## config.mk

```make
export PLATFORM = sky130hd
export DESIGN_NAME = uart_rx_fifo
export DESIGN_NICKNAME = d
export VERILOG_FILES = /design/src/rtl/uart_rx_fifo.sv
export SDC_FILE = /design/constraint.sdc
export NUM_CORES = 1
export LEC_CHECK = 0
export CAP_MARGIN = 20
export CORE_ASPECT_RATIO = 1.1
export CORE_UTILIZATION = 50
export DETAILED_ROUTE_END_ITERATION = 6
export GPL_TIMING_DRIVEN = 0
export PLACE_DENSITY = 0.68
export SLEW_MARGIN = 15
export SYNTH_ARGS = -nofsm -noshare
export SYNTH_HDL_FRONTEND = slang
export SYNTH_SLANG_ARGS = --single-unit
export TNS_END_PERCENT = 20
```

## constraint.sdc

```tcl
create_clock -name i_clk -period 6.9 [get_ports i_clk]
set_input_delay 1.035 -clock i_clk [delete_from_list [all_inputs] [get_ports i_clk]]
set_output_delay 1.035 -clock i_clk [all_outputs]
set_load 0.02 [all_outputs]
```

## src/rtl/uart_rx_fifo.sv

```systemverilog
// Receive-side byte FIFO between a UART receiver and its consumer.
// It has a registered read port and a sticky flag that records dropped bytes.
module uart_rx_fifo #(
    parameter int DEPTH  = 16,
    parameter int ADDR_W = 4
) (
    input  logic              i_clk,
    input  logic              i_rst,
    input  logic [7:0]        i_rx_byte,
    input  logic              i_rx_hs,
    input  logic              i_rd_en,
    input  logic              i_clr_ovf,
    output logic [7:0]        o_rd_data,
    output logic              o_rd_valid,
    output logic              o_empty,
    output logic              o_full,
    output logic [ADDR_W:0]   o_count,
    output logic              o_overflow
);

    localparam logic [ADDR_W:0]   FULL_CNT = (ADDR_W + 1)'(DEPTH);
    localparam logic [ADDR_W:0]   CNT_ONE  = (ADDR_W + 1)'(1);
    localparam logic [ADDR_W-1:0] PTR_ONE  = ADDR_W'(1);

    logic [7:0]        mem [DEPTH];

    logic [ADDR_W-1:0] wr_ptr_q, wr_ptr_d;
    logic [ADDR_W-1:0] rd_ptr_q, rd_ptr_d;
    logic [ADDR_W:0]   count_q, count_d;
    logic              empty_q, empty_d;
    logic              full_q, full_d;
    logic              ovf_q, ovf_d;
    logic [7:0]        rd_data_q, rd_data_d;
    logic              rd_valid_q, rd_valid_d;

    logic              rd_acc_s;
    logic              wr_acc_s;
    logic              drop_s;

    // Accept/drop decisions; a read frees the slot a same-cycle write needs when full.
    always_comb begin
        rd_acc_s = 1'b0;
        wr_acc_s = 1'b0;
        drop_s   = 1'b0;
        if (i_rd_en && !empty_q) begin
            rd_acc_s = 1'b1;
        end else begin
            rd_acc_s = 1'b0;
        end
        if (i_rx_hs && (!full_q || rd_acc_s)) begin
            wr_acc_s = 1'b1;
        end else begin
            wr_acc_s = 1'b0;
        end
        if (i_rx_hs && !wr_acc_s) begin
            drop_s = 1'b1;
        end else begin
            drop_s = 1'b0;
        end
    end

    // Next-state for pointers, occupancy, flags and the read port.
    always_comb begin
        wr_ptr_d   = wr_ptr_q;
        rd_ptr_d   = rd_ptr_q;
        count_d    = count_q;
        ovf_d      = ovf_q;
        rd_data_d  = rd_data_q;
        rd_valid_d = 1'b0;

        if (wr_acc_s) begin
            wr_ptr_d = wr_ptr_q + PTR_ONE;
        end else begin
            wr_ptr_d = wr_ptr_q;
        end

        if (rd_acc_s) begin
            rd_ptr_d   = rd_ptr_q + PTR_ONE;
            rd_data_d  = mem[rd_ptr_q];
            rd_valid_d = 1'b1;
        end else begin
            rd_ptr_d   = rd_ptr_q;
            rd_data_d  = rd_data_q;
            rd_valid_d = 1'b0;
        end

        case ({wr_acc_s, rd_acc_s})
            2'b10:   count_d = count_q + CNT_ONE;
            2'b01:   count_d = count_q - CNT_ONE;
            default: count_d = count_q;
        endcase

        // A drop in the same cycle as a clear leaves the flag set.
        if (drop_s) begin
            ovf_d = 1'b1;
        end else if (i_clr_ovf) begin
            ovf_d = 1'b0;
        end else begin
            ovf_d = ovf_q;
        end

        empty_d = (count_d == {(ADDR_W + 1){1'b0}});
        full_d  = (count_d == FULL_CNT);
    end

    // Control and output registers; reset clears them immediately.
    always_ff @(posedge i_clk or posedge i_rst) begin
        if (i_rst) begin
            wr_ptr_q   <= {ADDR_W{1'b0}};
            rd_ptr_q   <= {ADDR_W{1'b0}};
            count_q    <= {(ADDR_W + 1){1'b0}};
            empty_q    <= 1'b1;
            full_q     <= 1'b0;
            ovf_q      <= 1'b0;
            rd_data_q  <= 8'h00;
            rd_valid_q <= 1'b0;
        end else begin
            wr_ptr_q   <= wr_ptr_d;
            rd_ptr_q   <= rd_ptr_d;
            count_q    <= count_d;
            empty_q    <= empty_d;
            full_q     <= full_d;
            ovf_q      <= ovf_d;
            rd_data_q  <= rd_data_d;
            rd_valid_q <= rd_valid_d;
        end
    end

    // Storage array; its contents survive reset and are discarded by the pointer clear.
    always_ff @(posedge i_clk) begin
        if (wr_acc_s) begin
            mem[wr_ptr_q] <= i_rx_byte;
        end
    end

    assign o_rd_data  = rd_data_q;
    assign o_rd_valid = rd_valid_q;
    assign o_empty    = empty_q;
    assign o_full     = full_q;
    assign o_count    = count_q;
    assign o_overflow = ovf_q;

endmodule

```

==> results.txt, run 1 <==
The flow ran to the end, and the final reports show no timing, DRC or antenna violations. Once placement finished, the instance area stood at 6730 µm². The final-stage net count is 436. Walking the worst path, the cells encountered are clkdlybuf4s50_1 -> nand2b_1 -> a21boi_2 -> inv_1 -> ha_1 -> xor2_1 -> ha_1 -> a21oi_1 -> mux2i_1 -> xnor2_1 -> nand2_1 -> nor3b_1. The floorplan has 42 rows. The slowest stage of the critical path is the sky130_fd_sc_hd__clkdlybuf4s50_1 cell. The largest net degree at the start of global routing is 26. The final-layout fill cell count is 929. The final setup skew is 0.00493 ns. For this configuration, the core starts out at a cell density of 51.5%. The combined area of all synthesized cells came out at 6220 µm².

The met1 global-route usage came out at 28.3%. The met2 track utilization from global routing came out at 34.5%. After synthesis the netlist holds a flip-flop and latch count of 153. The worst setup path is of the in2reg kind. The worst path buffer plus inverter count came out at 2. The largest single stage delay on the critical path is 0.46 ns. Among cell families on the critical path, the largest total delay comes from buffers and inverters.

TritonCTS built the clock tree. The per-instance average area after synthesis is 17.0 µm². The mean routed wirelength per cell came out at 21.4 µm. Headroom to the max-slew limit came out at 38.0%.

The number of antenna diodes in the final layout is 0. The average vias per placed instance came out at 5.85. In the synthesized netlist the async set-or-reset flop fraction comes to 16.3%.

The count of synthesis-stage warnings from yosys is 0. For the pin with the worst max-slew slack, the measured transition is 0.926 ns. The post-cts hold buffer count came out at 0.

The number of DRC markers in iteration 0 came out at 218. The data arrival time of the worst path is 3.71 ns. The buffer levels on the longest clock path came out at 2. The all-layer global routing usage came out at 21.4%. The CTS clock-pin slew for the worst setup and hold paths came out at 0.06 ns.

The final setup TNS came out at 0 ns. TritonCTS created 17 clock buffers. The area used by sequential logic in the layout came out at 4470 µm². Counting every net in the synthesized netlist gives 386.

The share of the Yosys chip area taken by registers is 71.8%. The leakage power of the design is 2.54 nW. Setup repair after global routing left no endpoint under its margin. The post-detailed-placement half-perimeter wirelength is 8260 µm.

Relative to the synthesized area, the layout overhead comes to 17.5%. STA classifies the critical path startpoint as an input pin. The post-route netlist has 15.2% of its cells at a drive strength greater than 1. The initial antenna violation count came out at 0.

In this run the worst hold path is classified as reg2reg. The number of endpoints with negative hold slack in the final report was 0. The routability congestion estimate from global placement is 0.870. The count of max-cap constraint violations came out at 0. The die area is 12,900 µm².

Global routing used 4.49% of the available met3 tracks. The footprint of the multi-input gates is 1640 µm². The most crowded layer after global routing is met2. The number of max-slew violations in the final report is 0. The time the worst path needs with I/O delays and setup is 3.39 ns.

After global routing the overflow that remains totals 0. In the synthesized netlist, the number of instances is 365. The via count of the first global-routing pass came to 3,424. The number of synthesized flops with an enable pin came out at 128. The remaining design rule violation count is 0. The design area is 7310 µm². The port buffer count came out at 29. Dividing total power by cell area gives a power density of 424 nW/µm². The worst setup path is captured at a register. The tree is rooted in a sky130_fd_sc_hd__clkbuf_16. The count of TritonRoute iterations in the first routing pass is 5. The cell that appears most often on the critical path is sky130_fd_sc_hd__ha_1.

The first-pass GRT wire length came out at 19,300 µm. For the worst-skew pair, the clock arrives at the later sink with an insertion delay of 0.41 ns. The number of gates resized after CTS is 0. In this run the number of H-tree levels came out at 4. The share of the cycle needed by the critical path after routing is 49.1%. The core outline area is 12,100 µm². The die height came out at 119 µm. The number of setup buffers added after CTS is 0. The number of antenna-violating nets in the routed design is 0.

The clock sink count came out at 153. Across the VDD grid, the largest voltage drop is 0.206 mV. The detailed router placed 3,402 vias in this run.

The total wire length came out at 12,500 µm. STA puts the critical path data required time at 7.22 ns. Among all flip-flop cells after synthesis, the most frequent one is sky130_fd_sc_hd__edfxtp_1.

Static timing analysis puts the maximum clock frequency at 295 MHz. The I/O pin count is 30. The worst-path maximum fanout is 9. The count of cell types in the netlist came out at 41. The setup violation total in the final timing report came out at 0. The horizontal die dimension is 108 µm.
[cells in the mapped netlist (all sizes together), types with 3 or more instances]
cell | instances | area (µm²)
a21oi | 9 | 45.0
a22oi | 5 | 37.5
a31oi | 5 | 31.3
a32oi | 5 | 43.8
buf | 13 | 88.8
clkbuf | 3 | 11.3
dfrtp | 24 | 601
edfxtp | 128 | 3840
ha | 8 | 100
inv | 8 | 30.0
mux2i | 35 | 350
mux4 | 18 | 420
nand2 | 16 | 60.1
nand2b | 6 | 37.5
nand3 | 7 | 35.0
nor2 | 20 | 75.1
nor2b | 7 | 46.3
nor3 | 6 | 30.0
o211ai | 3 | 22.5
o21ai | 10 | 50.1
xnor2 | 9 | 78.8
[layout make-up]
cell class / count / area share, %
Inverter: 9 / 0.462
Clock buffer: 19 / 5.92
Buffer: 16 / 1.37
Multi-Input combinational cell: 187 / 22.4
Clock inverter: 13 / 1.78
Tap cell: 154 / 2.64
Sequential cell: 153 / 61.2
Timing Repair Buffer: 31 / 4.28
[state kept, by name, summed over array words and instances, names as in the netlist]
| register | cells |
|---|---|
| mem | 128 |
| o_count | 5 |
| o_empty | 1 |
| o_full | 1 |
| o_overflow | 1 |
| o_rd_data | 8 |
| o_rd_valid | 1 |
| rd_ptr_q | 4 |
| wr_ptr_q | 4 |
[stage by stage]
stage	instances	hold slack (ns)	setup WS [ns]	power, mW	utilization [%]
2_1_floorplan	365	0.479	3.88	1.91	-
3_3_place_gp	548	0.487	3.06	2.22	55.5
3_5_place_dp	549	0.504	3.10	2.24	55.7
4_1_cts	581	0.518	3.51	3.12	60.4
5_1_grt	582	0.557	3.23	3.24	60.5
6_report	582	0.514	3.51	3.10	60.5
[cells in the final DEF, fill, tap and decap left out, types with 7 or more instances in the layout]
cell | Yosys | layout
sky130_fd_sc_hd__dfrtp_1 | 24 | 24
sky130_fd_sc_hd__clkbuf_16 | 0 | 17
sky130_fd_sc_hd__a21oi_1 | 9 | 9
sky130_fd_sc_hd__nand2_1 | 16 | 16
sky130_fd_sc_hd__xnor2_1 | 9 | 9
sky130_fd_sc_hd__nor2_1 | 20 | 20
sky130_fd_sc_hd__nand3_1 | 7 | 7
sky130_fd_sc_hd__mux4_2 | 14 | 14
sky130_fd_sc_hd__ha_1 | 8 | 8
sky130_fd_sc_hd__o21ai_0 | 10 | 10
sky130_fd_sc_hd__mux2i_1 | 35 | 35
sky130_fd_sc_hd__inv_1 | 8 | 8
sky130_fd_sc_hd__edfxtp_1 | 128 | 128
sky130_fd_sc_hd__clkdlybuf4s50_1 | 0 | 29
[cells by family (layout without fill, tap and decap cells)]
| group | after synthesis | after routing | share of synthesized area (%) |
|---|---|---|---|
| flops | 153 | 153 | 71.8 |
| mux | 55 | 55 | 12.7 |
| compound gates | 45 | 45 | 4.83 |
| buf+inv | 25 | 88 | 2.15 |
| xor+xnor | 11 | 11 | 1.55 |
| fa+ha+maj | 8 | 8 | 1.61 |
| simple gates | 68 | 68 | 5.27 |
[per-layer routing]
| metal | routed length, µm | vias up |
|---|---|---|
| li1 | - | 1515 |
| met1 | 5320 | 1745 |
| met2 | 6200 | 119 |
| met3 | 685 | 23 |
| met4 | 264 | 0 |
| met5 | 0 | - |
[tightest hold or removal path, cell delays in order (launching register included)]
cell and delay, ns:
sky130_fd_sc_hd__dfrtp_1 0.35, sky130_fd_sc_hd__a21oi_1 0.06, sky130_fd_sc_hd__o21ai_0 0.06
[worst paths after layout]
| path | start | to | slack (ns) | depth (start not counted) |
|---|---|---|---|---|
| worst max-delay path | i_rd_en | o_full | 3.51 | 12 |
| worst min register to register | o_rd_data[2] | o_rd_data[2] | 0.51 | 2 |
| worst max register to register | o_empty | o_full | 4.14 | 10 |
| min in group asynchronous | i_rst | o_count[3] | 0.97 | 2 |
| worst min-delay path | o_rd_data[2] | o_rd_data[2] | 0.51 | 2 |
| max in group asynchronous | i_rst | rd_ptr_q[0] | 5.44 | 3 |
[power by group]
group,switching (mW),leakage (nW),internal (mW)
Clock,0.350,0.254,0.527
Sequential,0.0816,1.45,1.15
Combinational,0.562,0.833,0.428
Total,0.993,2.54,2.11
Note: power is estimated with default switching activity, not from simulation.
==> run 2, diff against run 1 <==
==> constraint.sdc (replaced) <==
create_clock -name i_clk -period 3.2 [get_ports i_clk]
set_input_delay 0.48 -clock i_clk [delete_from_list [all_inputs] [get_ports i_clk]]
set_output_delay 0.48 -clock i_clk [all_outputs]
set_load 0.02 [all_outputs]
==> results of run 2 <==
The final DEF is identical to that of run 1. Status: complete, no violations.
Main changes from that run: setup slack after placement 3.10 ns -> -0.0464 ns; setup slack after layout 3.51 ns -> 0.368 ns; hold slack 0.514 ns -> 0.420 ns; register-to-register setup slack 4.14 ns -> 0.44 ns; total power 3.10 mW -> 6.69 mW; worst IR drop on VDD 0.206 mV -> 0.445 mV
==> patch, RTL diff (config.mk and constraints of run 1) <==
`DEPTH`: 16 -> 32.
--- a/src/rtl/uart_rx_fifo.sv
+++ b/src/rtl/uart_rx_fifo.sv
@@ -2,5 +2,5 @@
 // It has a registered read port and a sticky flag that records dropped bytes.
 module uart_rx_fifo #(
-    parameter int DEPTH  = 16,
+    parameter int DEPTH  = 32,
     parameter int ADDR_W = 4
 ) (
Check against the original RTL: not equivalent (a bounded check fails within 4 cycles, from zero or initial values and one cycle with i_rst high).
==> patch against run 1 <==
  * Final cell count shrank 4.0%
  * Clock skew is 0.0039 ns higher
  * Count of clock-buffer cells in the layout is the same
  * Total power shrank 0.59%
  * Sequential cell count did not move
  * Area after synthesis rose by 0.46%
  * Global-route usage decreased by 0.61 points
  * Largest power group unchanged
  * Worst hold slack worse by 0.028 ns
  * Routed wire length is 3.1% lower
  * Non-clock buffer count decreased by 3
  * Critical endpoint unchanged
  * Combinational power down 0.6%
  * Setup slack worse by 0.59 ns
  * Design area is 0.10% higher
==> patch: results <==
[synthesis]
synth_ff_type = "edfxtp_1"
netlist_top_cells_count = "edfxtp_1, dfrtp_1, mux4_1, nor2_1, a21oi_1"
synth_xor_area_frac = 0.0168
synth_fa_ha_area_frac = 0.0160
ys_types = 38
synthMuxAreaShare = 0.139
yosysSeqAreaShare = 0.715
synth_fp_nets = 365

[grt]
met3_usage = 0.0542
use_met2 = 0.328
grt_pass1_vias = 3234
gr-usage-all-layers = 0.207
grt_pass1_wl_um = 18700
grtUsageMet1 = 0.274

[pwr]
vdd_drop_max_mv = 0.228
leakagePower_nw = 2.52
comb_power_uw = 984
clk-power_uw = 864

[critical_path]
cp.arrival_ns = 4.26
cp_max_fo = 12
cpMaxStageDelayCell = "clkbuf_1"
reg2reg_slack_ns = 3.47
r2r_cells = 12

[placed_design]
gp_congestion = 0.748
hpwl_um = 7880
place_ws_ns = 2.44
placed_area_um2 = 6750

[timing]
setup_slack_ns = 2.92
slew_headroom = 0.357
finClkSkew_ns = 0.00886

[drt]
wl_met2_um = 6070
initialDrtViolationCount = 245
drt-met1-wl_um = 5230
met3_length_um = 576
num_vias = 3186

[final_layout]
drive_above_1_share = 0.143
final_nets = 413

[hold_path]
min_from = "o_rd_data[6]$_DFFE_PP0P_"
holdPathEnd = "o_rd_data[6]$_DFFE_PP0P_"

[status]
outcome = "finished clean"
-- patch: final cells by class --
cell class / count / area (um2)
plain buffers: 15 / 110
clock buffers: 19 / 453
clock inverters: 13 / 111
fillers: 878 / 4770
inverters: 8 / 30.0
multi-input cells: 168 / 1660
flip-flops and latches: 153 / 4470
well taps: 154 / 193
repair buffers: 29 / 290
-- patch: logic make-up after synthesis --
group,count (synthesis)
DFF,153
and+or+nand+nor,64
muxes,44
AOI/OAI and AO/OA,40
buffers and inverters,23
xor gates and xnor gates,12
adders and majority gates,8
-- patch: metrics by stage --
stage,instances,utilization,hold slack (ns),total power [mW]
4_1_cts,559,0.605,0.493,3.11
3_3_place_gp,527,0.557,0.471,2.21
6_report,559,0.605,0.486,3.08
5_1_grt,559,0.605,0.528,3.23
3_5_place_dp,527,0.559,0.479,2.24
2_1_floorplan,344,-,0.570,1.90
